[src/rtl/seq_divider.sv]
// Sequential restoring divider: one quotient bit per cycle, signed/unsigned,
// with divide-by-zero shortcut and registered, held results.
module seq_divider #(
    parameter int unsigned WIDTH = 32
) (
    input  logic             clk,
    input  logic             reset,
    input  logic             start,
    input  logic             is_signed,
    input  logic [WIDTH-1:0] dividend,
    input  logic [WIDTH-1:0] divisor,
    output logic             busy,
    output logic             done,
    output logic [WIDTH-1:0] quotient,
    output logic [WIDTH-1:0] remainder,
    output logic             div_by_zero
);

    localparam int unsigned CW = $clog2(WIDTH + 1);

    typedef enum logic [1:0] {
        IDLE = 2'd0,
        CALC = 2'd1,
        FIX  = 2'd2,
        DONE = 2'd3
    } state_t;

    state_t           state_q;
    logic [CW-1:0]    cnt_q;
    logic [WIDTH-1:0] a_q;
    logic [WIDTH-1:0] b_q;
    logic [WIDTH-1:0] r_q;
    logic             neg_quo_q;
    logic             neg_rem_q;
    logic             dz_pend_q;
    logic             busy_q;
    logic             done_q;
    logic [WIDTH-1:0] quo_q;
    logic [WIDTH-1:0] rem_q;
    logic             dbz_q;

    logic [WIDTH:0]   r_sh_c;
    logic [WIDTH:0]   diff_c;
    logic             qbit_c;
    logic [WIDTH-1:0] r_d;
    logic [WIDTH-1:0] a_d;
    logic             accept_c;

    function automatic logic [WIDTH-1:0] mag(input logic [WIDTH-1:0] x, input logic sgn);
        return (sgn && x[WIDTH-1]) ? (-x) : x;
    endfunction

    // One restoring step: shift in the next dividend bit, trial-subtract the divisor.
    always_comb begin
        r_sh_c = {r_q, a_q[WIDTH-1]};
        diff_c = r_sh_c - {1'b0, b_q};
        qbit_c = ~diff_c[WIDTH];
        r_d    = qbit_c ? diff_c[WIDTH-1:0] : r_sh_c[WIDTH-1:0];
        a_d    = {a_q[WIDTH-2:0], qbit_c};
    end

    // A pending divide-by-zero holds off new starts for its single IDLE cycle.
    assign accept_c = start && (((state_q == IDLE) && !dz_pend_q) || (state_q == DONE));

    always_ff @(posedge clk or negedge reset) begin
        if (!reset) begin
            state_q   <= IDLE;
            cnt_q     <= '0;
            a_q       <= '0;
            b_q       <= '0;
            r_q       <= '0;
            neg_quo_q <= 1'b0;
            neg_rem_q <= 1'b0;
            dz_pend_q <= 1'b0;
            busy_q    <= 1'b0;
            done_q    <= 1'b0;
            quo_q     <= '0;
            rem_q     <= '0;
            dbz_q     <= 1'b0;
        end else begin
            done_q <= 1'b0;
            case (state_q)
                IDLE, DONE: begin
                    if (state_q == DONE) state_q <= IDLE;
                    if (dz_pend_q) begin
                        dz_pend_q <= 1'b0;
                        state_q   <= DONE;
                        done_q    <= 1'b1;
                        quo_q     <= '1;
                        rem_q     <= a_q;
                        dbz_q     <= 1'b1;
                    end else if (accept_c) begin
                        dbz_q     <= 1'b0;
                        neg_quo_q <= is_signed & (dividend[WIDTH-1] ^ divisor[WIDTH-1]);
                        neg_rem_q <= is_signed & dividend[WIDTH-1];
                        b_q       <= mag(divisor, is_signed);
                        r_q       <= '0;
                        cnt_q     <= CW'(WIDTH);
                        if (divisor == '0) begin
                            a_q       <= dividend;
                            dz_pend_q <= 1'b1;
                            state_q   <= IDLE;
                        end else begin
                            a_q     <= mag(dividend, is_signed);
                            busy_q  <= 1'b1;
                            state_q <= CALC;
                        end
                    end
                end
                CALC: begin
                    r_q   <= r_d;
                    a_q   <= a_d;
                    cnt_q <= cnt_q - CW'(1);
                    if (cnt_q == CW'(1)) state_q <= FIX;
                end
                FIX: begin
                    quo_q   <= neg_quo_q ? (-a_q) : a_q;
                    rem_q   <= neg_rem_q ? (-r_q) : r_q;
                    busy_q  <= 1'b0;
                    done_q  <= 1'b1;
                    state_q <= DONE;
                end
                default: state_q <= IDLE;
            endcase
        end
    end

    assign busy        = busy_q;
    assign done        = done_q;
    assign quotient    = quo_q;
    assign remainder   = rem_q;
    assign div_by_zero = dbz_q;

endmodule

[config.mk]
export PLATFORM = sky130hd
export DESIGN_NAME = seq_divider
export DESIGN_NICKNAME = d
export VERILOG_FILES = /design/src/rtl/seq_divider.sv
export SDC_FILE = /design/constraint.sdc
export NUM_CORES = 1
export LEC_CHECK = 0
export ABC_AREA = 1
export BUFFER_PORTS_ARGS = -buffer_cell sky130_fd_sc_hd__buf_2
export CORE_MARGIN = 4
export CORE_UTILIZATION = 50
export DETAILED_ROUTE_END_ITERATION = 8
export GPL_ROUTABILITY_DRIVEN = 1
export PLACE_DENSITY = 0.72
export SETUP_SLACK_MARGIN = 0.3
export SYNTH_ARGS = -nofsm -noshare
export SYNTH_HDL_FRONTEND = slang
export SYNTH_SLANG_ARGS = --single-unit
[constraint.sdc]
create_clock -name clk -period 2.9 [get_ports clk]
set_clock_uncertainty 0.15 [all_clocks]
set_input_delay 0.29 -clock clk [delete_from_list [all_inputs] [get_ports clk]]
set_output_delay 0.29 -clock clk [all_outputs]
set_load 0.02 [all_outputs]
* Yosys cells after proc, flatten, opt, wreduce, memory -nomap -nowiden
Cells that the tools add are included.
** Storage, ports and cells
- Output and inout bits :: 67
- Bits in registers :: 174
- Input bits :: 68
- Word-level logic and storage cells :: 88
** Cells by class
- Eq/ne operators :: 10
- $add $sub $neg :: 6
- Bitwise logic cells :: 5
- Reduce and logical (&&, ||, !) cells :: 18
- Mux-type cells :: 36
** Operators by type and width (count)
- $mux W32 :: 12
- $pmux W32 S2 :: 4
- $neg A32 Y32 :: 4
- $sub A33 B32 Y33 :: 1
- $logic_not A32 Y1 :: 1
- $mux W6 :: 2
- $pmux W6 S2 :: 1
- $mux W1 :: 10
- $ne A2 B2 Y1 const B :: 5
- $mux W2 :: 4
- $eq A6 B1 Y1 const B :: 1
- $pmux W2 S3 :: 1
- $reduce_and A2 Y1 :: 3
- $reduce_and A3 Y1 :: 2
- $reduce_bool A2 Y1 :: 3
- $sub A6 B1 Y6 const B :: 1
- $eq A2 B2 Y1 const B :: 2
- $logic_and A1 B1 Y1 :: 4
- $ne A4 B4 Y1 const B :: 1
- $pmux W1 S2 :: 2
- $reduce_and A4 Y1 :: 1
- $and A1 B1 Y1 :: 2
- $eq A2 B1 Y1 const B :: 1
- $logic_not A2 Y1 :: 1
- other kinds (5) :: 6

* Logic depth before layout (Yosys ltp)
- Word-level depth :: 7
- Depth in mapped cells :: 18
- Gate-level depth less buffers :: 17

* Worst setup path before layout
OpenSTA, ideal clock, no wires.
- Path type :: register to register
- Start point :: reg a_q[31]
- End point :: reg r_q[21]
- Arrival :: 2104 ps
- Cell stages (with the launch flop) :: 19
- Data required time :: 2633 ps
- Setup slack :: 528 ps
- Path buffers :: 1
- Path through :: dfrtp_1 > inv_1 > ha_1 > fa_1 > inv_1 > nand2_1 > nand2_1 > nand3_1 > nand2_2 > nand2_4 > nand2_4 > nand2_4 > nand2_4 > nand2_4 > nand2_4 > buf_12 > nand2_2 > nand3_1 > nand2_1
** Between the ends
- Longest elaborated chain between the ends :: 3
** Ends and longest elaborated chain
- start, declared :: line 30 : logic [WIDTH-1:0] a_q;
- start signal, assigned :: line 100 : a_q <= dividend;
- start signal, assigned :: line 104 : a_q <= mag(dividend, is_signed);
- $sub A33 B32 Y33 :: line 56 : diff_c = r_sh_c - {1'b0, b_q};
- $mux W32 :: line 58 : r_d = qbit_c ? diff_c[WIDTH-1:0] : r_sh_c[WIDTH-1:0];
- $pmux W32 S2 :: line 82 : case (state_q)
- end signal, assigned :: line 111 : r_q <= r_d;
- end, declared :: line 32 : logic [WIDTH-1:0] r_q;
No other way between the ends.
A chain may end at the register's enable or synchronous reset.

* Worst setup path in the final report
- Start point :: reg r_q[26]
- End point :: reg r_q[24]
** Between the ends
- Longest elaborated chain between the ends :: 3
** Ends and longest elaborated chain (line)
- $sub A33 B32 Y33 :: 56
- $mux W32 :: 58
- $pmux W32 S2 :: 82
No other way between the ends.

==> impl_summary.log <==
[metrics] run status: finished clean
[metrics] source of the critical timing path: r_q[26]
[metrics] level count of the clock H-tree: 4
[metrics] clock tree from TritonCTS: yes
[metrics] die area: 30600 um2
[metrics] number of filler instances in the final layout: 2658
[metrics] type of origin of the critical path: register
[metrics] unrepaired setup endpoints after global routing: yes
[metrics] maximum VDD drop: 0.956 mV
[metrics] shortest period the worst path allows: 2.51 ns
[metrics] Core Footprint: 27200 um2
[metrics] buffer levels on the longest clock path: 2
[metrics] die width: 175 um
[metrics] DRC violations left: 0
[metrics] number of synthesized flops with an enable pin: 0
[metrics] critical path endpoint category: register
[metrics] number of flip-flops and latches in the synthesized netlist: 174
[metrics] number of warnings issued by yosys: 0
[metrics] top area cells in the synthesized netlist: dfrtp_1 31%, nand2_1 19%, nand3_1 8.8%
[metrics] sequential-to-total area share from yosys stat: 31.3%
[metrics] Synth Net Count: 2315
[metrics] relative slew slack: 49.9%
[metrics] actual slew at the worst max-slew pin: 0.752 ns
[metrics] total power per unit cell area: 1270 nW/um2
[metrics] number of primary I/O pins: 135
[metrics] starting density of the core: 51.3%
[metrics] cell leakage power: 8.50 nW
[metrics] Routed wire per std cell: 16.6 um
[metrics] chip height: 175 um
[metrics] global-route usage over all layers: 28.5%
[metrics] cell area after synthesis: 13900 um2
[metrics] share of the synthesized area in the top cell type: 31.3%
[metrics] library cells used by synthesis: 49
[metrics] routed vias: 14900
[metrics] proportion of register bits with asynchronous set or reset after synthesis: 100%
[metrics] drt first pass iters: 7
[metrics] biggest fanout along the worst timing path: 11
[metrics] leading cell type in the layout, fill and taps excluded: nand2_1
[metrics] synthesized instance count: 2204
[metrics] initial drt markers: 1565
[metrics] total global routing overflow: 0
[metrics] Max-Cap Viols: 0
[metrics] class of the worst hold path: in -> reg
[metrics] area of combinational cells with multiple inputs: 8330 um2
[metrics] number of global-route vias before repair: 13300
[metrics] dpl hpwl: 34600 um
[metrics] Cell Rows: 60
[metrics] number of hold-slack violations in the final timing report: 0
[metrics] global-route wire length before repair: 70700 um
[metrics] period utilization: 86.5%
[metrics] number of placed cells counting well taps: 2678
[metrics] total clock buffers created by CTS: 17
[metrics] Clock Latency Late Sink: 0.44 ns
[metrics] critical path class: reg -> reg
[metrics] largest net degree at the start of global routing: 73
[metrics] dominant register cell in the synthesized netlist: dfrtp_1
[metrics] Avg Synthesized Cell Area: 6.32 um2
[metrics] max-slew violation count: 0
[metrics] R2R Path Start: r_q[26]
[metrics] placer congestion estimate: 0.958
[metrics] post-route non-filler standard cell count: 2723
[metrics] clock tree sinks: 174
[metrics] initial antenna violation count: 0
[metrics] Fmax achieved: 0.399 GHz
[metrics] beginning of the worst hold path: dividend[28]
[metrics] clock-pin transition on the worst setup and hold timing paths: 0.08 ns
[metrics] Port-buffer cells: 134
[metrics] final count of negative-setup-slack endpoints: 0
[metrics] area occupied by registers: 4360 um2
[metrics] area grow syn2layout: 15.4%
[metrics] detail-routed via count per cell: 5.49
[metrics] top cell type by total area after synthesis: dfrtp_1
[metrics] share of final-layout standard cells stronger than drive strength 1: 13.7%
[metrics] total detailed-routing wirelength: 45300 um
[metrics] antenna viol nets, final: 0
[metrics] Final TNS setup: 0 ns
[metrics] post-layout net count: 2449
[metrics] endpoint arrival time on the critical path: 2.68 ns
[metrics] Antenna diodes: 0
[metrics] Worst Path Required: 3.07 ns
[metrics] most frequent cells in the layout: 706 x nand2_1, 304 x inv_1, 244 x nand3_1
[metrics] clock root buffer: clkbuf_16
[logic make-up (layout without fill, tap and decap cells)]
family	after synthesis	in the layout	share of synthesized area [%]
simple gates	1286	1290	40.2
buf+inv	384	527	10.9
compound gates	279	279	11.3
flops	174	174	31.3
fa+ha+maj	43	43	3.92
xor+xnor	38	38	2.39
[cell usage after synthesis (25+ instances only)]
library cell  number
a21oi_1           74
clkbuf_1          32
dfrtp_1          174
ha_1              42
inv_1            307
nand2_1          711
nand3_1          245
nand4_1           25
nor2_1           192
nor3_1            27
o21ai_0          117
xor2_1            29
[sequential cells by signal (all words and copies together), names as in the netlist, 2 cells and up]
register,count
cnt_q,6
r_q,32
a_q,32
b_q,32
state_q,2
quotient,32
remainder,32
[final timing paths]
check / endpoint / slack, ns / cells after the start
worst max-delay path: r_q[24] / 0.39 / 12
worst min-delay path: a_q[28] / 0.02 / 5
min in group asynchronous: remainder[4] / 0.29 / 2
worst max register to register: r_q[24] / 0.39 / 12
max in group asynchronous: b_q[11] / 1.48 / 3
worst min register to register: remainder[24] / 0.33 / 2
[metal layers]
metal / up-vias / share of wire, % / track usage (%)
li1: 7322 / - / -
met1: 6881 / 45 / 42.0
met2: 668 / 45 / 45.1
met3: 77 / 7.9 / 2.94
met4: 0 / 2.4 / 7.10
met5: - / 0 / 0
[stage by stage]
stage	setup slack (ns)	cell area [um2]	total power, W	util [%]	hold WS (ns)
global placement	0.358	15100	0.0169	55.5	0.234
global route	0.248	16100	0.0220	59.1	0.0460
detailed placement	0.286	15100	0.0171	55.5	0.233
finish	0.393	16100	0.0204	59.1	0.0196
floorplan	0.528	13900	0.0133	-	-0.156
CTS	0.312	15700	0.0197	57.9	0.0192
[power by group]
part           internal [W]  switching [W]  total [W]
Clock               0.00136        0.00111    0.00246
Combinational       0.00435        0.00900     0.0134
Sequential          0.00351        0.00105    0.00456
[final cells by class]
class,instances,share of cell area (%)
multi-input combinational,1650,51.8
clock buffer,19,2.82
timing repair buffer,177,6.80
inverter,318,7.43
clock inverter,13,1.07
sequential,174,27.1
tap,372,2.90
[worst max-delay path, cell delays in order (launching register included)]
cell and delay [ns]:
dfrtp_1 0.47, ha_2 0.43, nand2_2 0.10, nor2_2 0.17, nand2_1 0.14, inv_1 0.12, a21oi_4 0.07, buf_12 0.14
nand3_4 0.16, buf_6 0.17, nand3_1 0.08, nand3_1 0.11, nand2_1 0.06
[repair_timing]
| action | CTS | global route |
|---|---|---|
| resized for setup | 2 | 46 |
| endpoints found under the hold margin | 67 | 0 |
| cloned | 0 | 4 |
| setup buffers | 0 | 8 |
| pin swaps | 0 | 5 |
| endpoints found under the setup margin | 18 | 41 |
| hold buffers | 1 | 0 |
No activity file was read; power rests on OpenSTA's default activity.
